===== src/rtl/lane_packer.sv =====
// Packs single-byte lane-placed input beats into 32-bit words, first byte in [7:0].
// A word closes after four bytes or on in_last; a one-entry output register holds it.
module lane_packer #(
  parameter int unsigned WIDTH = 32
) (
  input  logic             clk,
  input  logic             rst,
  input  logic             in_valid,
  output logic             in_ready,
  input  logic [WIDTH-1:0] in_data,
  input  logic [1:0]       in_lane,
  input  logic             in_last,
  output logic             out_valid,
  input  logic             out_ready,
  output logic [WIDTH-1:0] out_data,
  output logic [2:0]       out_count,
  output logic             err_lane
);

  typedef enum logic [0:0] {StEmpty, StFull} state_e;

  state_e           state_q, state_d;
  logic [1:0]       cnt_q, cnt_d;
  logic [WIDTH-1:0] acc_q, acc_d;
  logic [WIDTH-1:0] out_data_q, out_data_d;
  logic [2:0]       out_count_q, out_count_d;
  logic             err_q, err_d;

  logic             in_fire;
  logic             complete;
  logic [7:0]       lane_byte;
  logic [WIDTH-1:0] lane_mask;
  logic [WIDTH-1:0] acc_ins;

  assign out_valid = (state_q == StFull);
  assign in_ready  = !out_valid || out_ready;
  assign in_fire   = in_valid && in_ready;
  assign complete  = in_fire && ((cnt_q == 2'd3) || in_last);

  always_comb begin
    lane_byte = '0;
    lane_mask = '0;
    unique case (in_lane)
      2'd0: begin lane_byte = in_data[7:0];   lane_mask = 32'h0000_00ff; end
      2'd1: begin lane_byte = in_data[15:8];  lane_mask = 32'h0000_ff00; end
      2'd2: begin lane_byte = in_data[23:16]; lane_mask = 32'h00ff_0000; end
      2'd3: begin lane_byte = in_data[31:24]; lane_mask = 32'hff00_0000; end
      default: ;
    endcase
  end

  // Accumulator with the incoming byte merged at the current fill position.
  always_comb begin
    acc_ins = acc_q;
    unique case (cnt_q)
      2'd0: acc_ins[7:0]   = lane_byte;
      2'd1: acc_ins[15:8]  = lane_byte;
      2'd2: acc_ins[23:16] = lane_byte;
      2'd3: acc_ins[31:24] = lane_byte;
      default: ;
    endcase
  end

  always_comb begin
    cnt_d = cnt_q;
    acc_d = acc_q;
    err_d = in_fire && |(in_data & ~lane_mask);
    if (in_fire) begin
      if (complete) begin
        cnt_d = 2'd0;
        acc_d = '0;
      end else begin
        cnt_d = cnt_q + 2'd1;
        acc_d = acc_ins;
      end
    end
  end

  always_comb begin
    state_d     = state_q;
    out_data_d  = out_data_q;
    out_count_d = out_count_q;
    case (state_q)
      StEmpty: begin
        if (complete) begin
          state_d     = StFull;
          out_data_d  = acc_ins;
          out_count_d = {1'b0, cnt_q} + 3'd1;
        end
      end
      StFull: begin
        // Completion here implies out_ready, since in_ready is low otherwise.
        if (complete) begin
          out_data_d  = acc_ins;
          out_count_d = {1'b0, cnt_q} + 3'd1;
        end else if (out_ready) begin
          state_d     = StEmpty;
          out_data_d  = '0;
          out_count_d = 3'd0;
        end
      end
      default: state_d = StEmpty;
    endcase
  end

  always_ff @(posedge clk) begin
    if (rst) begin
      state_q     <= StEmpty;
      cnt_q       <= 2'd0;
      acc_q       <= '0;
      out_data_q  <= '0;
      out_count_q <= 3'd0;
      err_q       <= 1'b0;
    end else begin
      state_q     <= state_d;
      cnt_q       <= cnt_d;
      acc_q       <= acc_d;
      out_data_q  <= out_data_d;
      out_count_q <= out_count_d;
      err_q       <= err_d;
    end
  end

  assign out_data  = out_data_q;
  assign out_count = out_count_q;
  assign err_lane  = err_q;

endmodule


===== config.mk =====
export PLATFORM = sky130hd
export DESIGN_NAME = lane_packer
export DESIGN_NICKNAME = d
export VERILOG_FILES = /design/src/rtl/lane_packer.sv
export SDC_FILE = /design/constraint.sdc
export NUM_CORES = 1
export LEC_CHECK = 0
export ABC_AREA = 1
export CORE_ASPECT_RATIO = 1.75
export CORE_MARGIN = 3
export CORE_UTILIZATION = 40
export DETAILED_ROUTE_END_ITERATION = 8
export PLACE_DENSITY = 0.64
export SYNTH_ARGS = -nofsm -noshare
export SYNTH_HDL_FRONTEND = slang
export SYNTH_SLANG_ARGS = --single-unit

===== constraint.sdc =====
create_clock -name clk -period 1.7 [get_ports clk]
set_input_delay 0.255 -clock clk [delete_from_list [all_inputs] [get_ports clk]]
set_output_delay 0.255 -clock clk [all_outputs]
set_load 0.005 [all_outputs]

### Word-level counts from Yosys, hierarchy flattened

Index checks and enable logic that the tools add are counted.

| operators by class | value |
|---|---|
| muxes and demuxes | 20 |
| reductions and logical operators | 10 |
| div/mod/pow operators | 0 |
| equal/unequal tests | 8 |
| $lt $le $gt $ge | 0 |
| multipliers | 0 |
| bitwise operators | 3 |
| add/subtract/negate cells | 2 |
| shift operators | 0 |

Operators by type and width:

| operator | count |
|---|---|
| $mux W32 | 4 |
| $pmux W32 S4 | 1 |
| $pmux W32 S2 | 1 |
| $and A32 B32 Y32 | 1 |
| $mux W8 | 4 |
| $not A32 Y32 | 1 |
| $pmux W8 S4 | 1 |
| $reduce_or A32 Y1 | 1 |
| $mux W3 | 3 |
| $eq A2 B2 Y1 const B | 4 |
| $pmux W3 S2 | 1 |
| $eq A2 B1 Y1 const B | 2 |
| $logic_not A2 Y1 | 2 |
| $add A2 B1 Y3 const B | 1 |
| $logic_and A1 B1 Y1 | 3 |
| $mux W1 | 3 |
| $ne A3 B2 Y1 const B | 1 |
| $add A2 B1 Y2 const B | 1 |
| $logic_or A1 B1 Y1 | 2 |
| $mux W2 | 1 |
| $ne A2 B2 Y1 const B | 1 |
| $pmux W1 S2 | 1 |
| $reduce_and A2 Y1 | 1 |
| $logic_not A1 Y1 | 1 |
| $not A1 Y1 | 1 |

| word-level totals | value |
|---|---|
| output and inout port bits | 38 |
| register bits after elaboration | 71 |
| bits of input ports | 39 |
| bits in latches | 0 |
| bits in writable memories | 0 |
| logic and storage cells | 49 |
| ROM bits | 0 |
| memories kept | 0 |

### Longest topological paths before layout

Gate-level depths: netlist of the first run.

| depth | value |
|---|---|
| depth after elaboration | 6 |
| gate-level depth with buffers | 10 |
| depth with buffers taken out | 9 |

### Worst setup path before layout of the first run

No wires, ideal clock.

| timing path | value |
|---|---|
| path kind | register -> register |
| start | register cnt_q[0] |
| end | register acc_q[22] |
| stages on the path, launching flop included | 7 |
| setup time | 132 ps |
| arrival | 1262 ps |
| slack | 306 ps |
| data required time | 1568 ps |
| buffers on the path | 1 |
| clock period less this slack | 1394 ps |
| path through | dfxtp_1 -> inv_1 -> ha_1 -> clkbuf_1 -> or2_2 -> nand3_1 -> a21oi_1 |

| on the way | value |
|---|---|
| longest elaborated chain between the ends | 4 |
| elaborated cells between the ends (all ways) | 6 |
| classes of those cells | 2 x eq/ne; 2 x mux; 2 x reduce/logical |

Ends and longest elaborated chain:

| item | line | text |
|---|---|---|
| from (decl) | 23 | `logic [1:0] cnt_q, cnt_d;` |
| from (signal assigned) | 116 | `cnt_q <= cnt_d;` |
| $eq A2 B2 Y1 | 38 | `assign complete = in_fire && ((cnt_q == 2'd3) \|\| in_last);` |
| $logic_or A1 B1 Y1 | 38 |  |
| $logic_and A1 B1 Y1 | 38 |  |
| $mux W32 * | 69 | `if (complete) begin` |
| to (signal assigned) | 110 | `acc_q <= '0;` |
| to (signal assigned) | 117 | `acc_q <= acc_d;` |
| to (decl) | 24 | `logic [WIDTH-1:0] acc_q, acc_d;` |

Mark *: on every way between the ends. The rest lies on a longest branch, timed or not.
A chain may end at the register's enable or synchronous reset.

### Worst setup path after layout of the first run

| timing path | value |
|---|---|
| start | input port out_ready |
| end | output port in_ready |

| on the way | value |
|---|---|
| longest elaborated chain between the ends | 1 |

Ends and longest elaborated chain:

| item | line | text |
|---|---|---|
| from (decl) | 14 | `input logic out_ready,` |
| $logic_or A1 B1 Y1 | 36 | `assign in_ready = !out_valid \|\| out_ready;` |
| to (decl) | 9 | `output logic in_ready,` |

Every way passes these cells.

==> impl_metrics.py, run 1 <==
metrics = {
    "run_status": {
        "status": "finished, final reports clean",
    },
    "timing": {
        "rsz0062_at_grt": "false",
        "tightest_slew_ps": 550,
        "max_freq_mhz": 610,
        "drv_slew": 0,
        "slew_headroom_pct": 63.4,
        "setup_slack_ps": 61.5,
        "fin_worst_skew_ps": 5.76,
        "tns_ps": 0,
        "setup_viol": 0,
        "post-route-period-util_pct": 96.4,
        "fin_crit_ps": 1640,
        "hold_ws_ps": 259,
        "hold_viol_final": 0,
    },
    "clock_network": {
        "clockBufferDepth": 2,
        "ctsHoldBuffers": 0,
        "cts_tree": "done",
        "cts_max_level": 3,
        "clkTransAtPathRegs_ps": 50,
        "clk_latency_ps": 340,
        "cts_sinks": 71,
        "cts_resized": 0,
        "post_cts_buffers": 0,
        "cts_buffers": 9,
        "cts_root_buf": "clkbuf_16",
    },
    "hold_path": {
        "min_delay_path_depth": 2,
        "min_path_type": "in2reg",
    },
    "floorplanning": {
        "fp.dieH_um": 128,
        "dieArea_um2": 9730,
        "die_w_um": 75.9,
        "rows": 44,
        "initial_utilization_pct": 41.1,
        "num_io_pins": 77,
        "core_um2": 8310,
    },
    "global_routing": {
        "grt_pass1_vias": 3375,
        "grt_pass1_wl_mm": 15.9,
        "antenna_found_initial": 0,
        "grtUsageTotal_pct": 21.5,
        "grt_overflow_total": 0,
        "grt_max_degree": 35,
    },
    "logic_synthesis": {
        "netlist_instances": 474,
        "yosysWarningCount": 0,
        "async_reset_ff_share_pct": 0,
        "synth-main-ff-cell": "dfxtp_1",
        "synth_seq_area_share_pct": 41.6,
        "synth_cell_type_count": 22,
        "synth_nets": 517,
        "synth_edf_count": 0,
        "postSynthAreaPerCell_um2": 7.21,
        "netlist_area_um2": 3420,
        "ys_ff_latch": 71,
    },
    "power": {
        "pwr-share-clk_pct": 42.1,
        "p_leak_nw": 1.74,
        "switching_share_pct": 26.5,
        "internal-power_mw": 2.98,
        "switchingPower_mw": 1.07,
        "comb_power_share_pct": 15.2,
        "p_per_area_nw_per_um2": 873,
        "ir_drop_v": 0.000698,
        "seqPwrFrac_pct": 42.7,
    },
    "setup_path": {
        "cp_max_fo": 3,
        "cp.required_ps": 1440,
        "worstSetupPathType": "in2out",
        "reg2reg_depth": 5,
        "cp-start-kind": "input port",
        "cp_data_arrival_time_ps": 1380,
        "cp-end-kind": "output pin",
    },
    "layout": {
        "final-instance-count-excl-fill": 673,
        "final_common_cell": "nand3_1",
        "regArea_um2": 1420,
        "drive_gt1_share_pct": 15.6,
        "num_antenna_cells": 0,
        "nets": 596,
        "area_growth_pct": 36.0,
        "nFillCells": 793,
        "most-common-layout-cells": "112 x nand3_1, 93 x nand2_1, 75 x clkdlybuf4s50_1",
        "multi_input_area_um2": 1780,
    },
    "placed_design": {
        "port_buffers": 76,
        "dpl.hpwl_mm": 7.38,
        "dp.cells": 657,
        "gp_congestion": 0.851,
        "pre_cts_slack_ps": -208,
    },
    "routing": {
        "wl_mm": 10.3,
        "ant_nets": 0,
        "wl_per_cell_um": 15.4,
        "vias": 3487,
        "vias_per_cell": 5.18,
        "drcViolationCount": 0,
        "drtPass1Iterations": 4,
        "drt_iter0_drc": 267,
    },
    "run": {
        "cap_violations": 0,
    },
}
-- area by class of cell --
type / count / area share (%)
multi-input cells: 357 / 38.2
repair buffers: 96 / 20.8
well taps: 115 / 3.10
flip-flops and latches: 71 / 30.6
clock inverters: 5 / 0.754
clock buffers: 11 / 5.01
inverters: 18 / 1.48
-- flip-flops by register name (all words and copies together), names as in the netlist --
name,flops
out_count,3
acc_q,32
out_valid,1
cnt_q,2
err_lane,1
out_data,32
-- synthesized netlist by cell type, types with 6 or more instances --
cell type / n / area, um2
dfxtp_1: 71 / 1420
buf_6: 6 / 67.6
nand3_1: 112 / 561
nor2_2: 8 / 50.1
a21oi_1: 70 / 350
inv_1: 13 / 48.8
buf_2: 6 / 30.0
nor2_1: 23 / 86.3
nand2_1: 93 / 349
clkbuf_1: 15 / 56.3
or2_2: 32 / 200
-- path summary, 6_finish.rpt --
path	to	slack [ps]	from
worst min-delay path	cnt_q[1]$_SDFFE_PP0P_	260	rst
worst max register to register	out_data[15]$_SDFFE_PP0P_	200	cnt_q[1]$_SDFFE_PP0P_
worst max-delay path	in_ready	60	out_ready
worst min register to register	acc_q[3]$_SDFFE_PP0P_	460	acc_q[3]$_SDFFE_PP0P_
-- power groups by stage --
stage / logic [mW] / clock network (mW) / registers [mW]
2_1_floorplan: 0.331 / 0 / 1.77
3_5_place_dp: 0.611 / 0 / 1.77
3_3_place_gp: 0.608 / 0 / 1.77
5_1_grt: 0.674 / 1.79 / 1.74
4_1_cts: 0.617 / 1.73 / 1.73
6_report: 0.618 / 1.71 / 1.73
-- routing by layer --
metal	vias up	track usage, %	share of wire, %
met2	103	38.6	53
li1	1752	-	-
met5	-	0	0
met1	1618	24.5	40
met4	0	8.86	2.2
met3	14	2.75	5.0
-- critical path: stages --
cell             delay (ps)
clkdlybuf4s50_1         490
inv_2                    50
nand2_4                  80
clkdlybuf4s50_1         510
-- per-stage QoR --
step	instance area (um2)	util (%)	total power [mW]
2_1_floorplan	3420	-	2.10
4_1_cts	4640	55.8	4.08
3_5_place_dp	4370	52.5	2.38
5_1_grt	4650	55.9	4.20
6_report	4650	55.9	4.06
3_3_place_gp	4370	52.5	2.37
-- cells by family after synthesis --
| family | share of synthesized area [%] |
|---|---|
| adders and majority gates | 1.46 |
| DFF | 41.6 |
| buffers and inverters | 6.74 |
| and+or+nand+nor | 39.0 |
| AOI/OAI and AO/OA | 11.2 |
(Power assumes the default switching activity.)
==> inputs of run 2 (changes only) <==
--- a/config.mk
+++ b/config.mk
@@ -10,7 +10,9 @@
 export CORE_MARGIN = 3
 export CORE_UTILIZATION = 40
 export DETAILED_ROUTE_END_ITERATION = 8
+export GPL_ROUTABILITY_DRIVEN = 0
 export PLACE_DENSITY = 0.64
+export SETUP_SLACK_MARGIN = 0.1
 export SYNTH_ARGS = -nofsm -noshare
 export SYNTH_HDL_FRONTEND = slang
 export SYNTH_SLANG_ARGS = --single-unit
==> impl_metrics.py, run 2 (synthesis gave the netlist of run 1 again) <==
metrics = {
    "run_status": {
        "status": "finished, final reports clean",
    },
    "routing": {
        "drt_iter0_drc": 242,
        "met2_length_mm": 5.48,
        "wl_per_cell_um": 15.4,
        "vias_per_cell": 5.19,
        "met3_length_um": 548,
        "wl_mm": 10.3,
        "vias": 3494,
        "drcViolationCount": 0,
        "drtPass1Iterations": 4,
        "routed.top_layer": "met4",
        "ant_nets": 0,
        "m1WireLength_mm": 4.05,
    },
    "timing": {
        "hold_viol_final": 0,
        "tightest_slew_ps": 547,
        "slew_headroom_pct": 63.6,
        "fin_crit_ps": 1500,
        "max_freq_mhz": 666,
        "hold_ws_ps": 254,
        "fin_worst_skew_ps": 5.93,
        "setup_viol": 0,
        "drv_slew": 0,
        "post-route-period-util_pct": 88.3,
        "tns_ps": 0,
        "rsz0062_at_grt": "false",
    },
    "setup_path": {
        "cp-end-kind": "output pin",
        "r2r_setup_slack_ps": 200,
        "cp_slowest_cell": "clkdlybuf4s50_1",
        "cp-start-kind": "flop",
        "r2r-start": "cnt_q[1]$_SDFFE_PP0P_",
        "cpPeakStageDelay_ps": 530,
        "cp.required_ps": 1440,
        "path_cells": "clkdlybuf4s50_1",
        "worstSetupPathType": "reg2out",
        "cp_data_arrival_time_ps": 1250,
        "cp_top_family": "buffers and inverters",
        "reg2reg_to": "out_data[15]$_SDFFE_PP0P_",
        "cp_max_fo": 3,
        "path_buf_inv": 1,
        "reg2reg_depth": 5,
    },
    "global_routing": {
        "grtUsageTotal_pct": 21.6,
        "antenna_found_initial": 0,
        "grt_overflow_total": 0,
        "grt_pass1_vias": 3372,
        "grt_pass1_wl_mm": 15.9,
        "grt_max_degree": 35,
    },
    "power": {
        "comb_power_share_pct": 15.3,
        "p_per_area_nw_per_um2": 872,
        "total_power_mw": 4.05,
        "seqPwrFrac_pct": 42.7,
        "switchingPower_mw": 1.07,
        "switching_share_pct": 26.5,
        "pwr-share-clk_pct": 42.0,
        "p_leak_nw": 1.75,
        "internal-power_mw": 2.98,
        "ir_drop_v": 0.000698,
    },
    "layout": {
        "area_growth_pct": 36.1,
        "finalInstanceArea_um2": 4650,
        "num_antenna_cells": 0,
        "nets": 596,
        "final_common_cell": "nand3_1",
        "most-common-layout-cells": "112 x nand3_1, 93 x nand2_1, 73 x clkdlybuf4s50_1",
        "nFillCells": 792,
        "drive_gt1_share_pct": 15.6,
    },
    "hold_path": {
        "hp-start": "rst",
        "min_delay_path_depth": 2,
        "holdPathEnd": "cnt_q[1]$_SDFFE_PP0P_",
        "min_path_type": "in2reg",
    },
    "clock_network": {
        "cts_buffers": 9,
        "clockBufferDepth": 2,
        "post_cts_buffers": 0,
        "cts_sinks": 71,
        "clkTransAtPathRegs_ps": 50,
        "clk_latency_ps": 340,
        "cts_root_buf": "clkbuf_16",
        "cts_max_level": 3,
        "ctsHoldBuffers": 0,
        "cts_tree": "done",
    },
    "floorplanning": {
        "rows": 44,
        "dieArea_um2": 9730,
        "die_w_um": 75.9,
        "fp.dieH_um": 128,
        "initial_utilization_pct": 41.1,
        "num_io_pins": 77,
        "core_um2": 8310,
    },
    "placed_design": {
        "dpl.hpwl_mm": 7.38,
        "port_buffers": 76,
        "dpl_cell_area_um2": 4370,
    },
    "run": {
        "cap_violations": 0,
    },
}
## run 2: worst max path at each step
stage | startpoint | endpoint | slack, ps | depth (start not counted)
3_3_place_gp | in_lane[0] | out_data[28]$_SDFFE_PP0P_ | -180 | 7
3_5_place_dp | in_lane[0] | out_data[28]$_SDFFE_PP0P_ | -210 | 7
5_1_grt | cnt_q[0]$_SDFFE_PP0P_ | out_data[0]$_SDFFE_PP0P_ | 110 | 7
4_1_cts | in_lane[0] | out_data[28]$_SDFFE_PP0P_ | 120 | 7
6_report | out_valid$_SDFF_PP0_ | out_valid | 200 | 1
2_1_floorplan | cnt_q[0]$_SDFFE_PP0P_ | acc_q[22]$_SDFFE_PP0P_ | 310 | 6
## run 2: layout make-up
type / instances / area (um2) / share of cell area (%)
multi-input cells: 357 / 1780 / 38.3
flip-flops and latches: 71 / 1420 / 30.6
clock buffers: 11 / 233 / 5.00
well taps: 115 / 144 / 3.09
inverters: 18 / 68.8 / 1.48
repair buffers: 96 / 970 / 20.8
clock inverters: 5 / 35.0 / 0.753
## run 2: timing repair
item	4_1_cts	5_1_grt
endpoints found under the setup margin	7	60
gates resized for setup	2	4
hold endpoints to repair	0	0
## run 2: power by group through the flow
stage	Clock [mW]	Sequential, mW	Combinational (mW)
after floorplan	0	1.77	0.331
after global placement	0	1.77	0.608
after detailed placement	0	1.77	0.611
after CTS	1.73	1.73	0.617
after global routing	1.79	1.74	0.674
final	1.70	1.73	0.619
## run 2: worst register-to-register path, cell delays in order, from the launching register on
cell and delay [ps]:
dfxtp_1 380, inv_1 90, ha_1 380, or2_2 370, nand3_1 100, a21oi_1 70
## run 2: per-layer routing
layer / global-route usage (%) / up-vias
li1: - / 1752
met5: 0 / -
met2: 38.7 / 104
met1: 24.6 / 1622
met3: 2.75 / 16
met4: 8.86 / 0
## run 2: stage by stage
stage / cells / utilization (%) / worst slack (ps)
floorplan: 474 / - / 306
global placement: 657 / 52.5 / -178
detailed placement: 657 / 52.5 / -208
CTS: 673 / 55.8 / 124
global route: 673 / 56.0 / 114
finish: 673 / 56.0 / 199
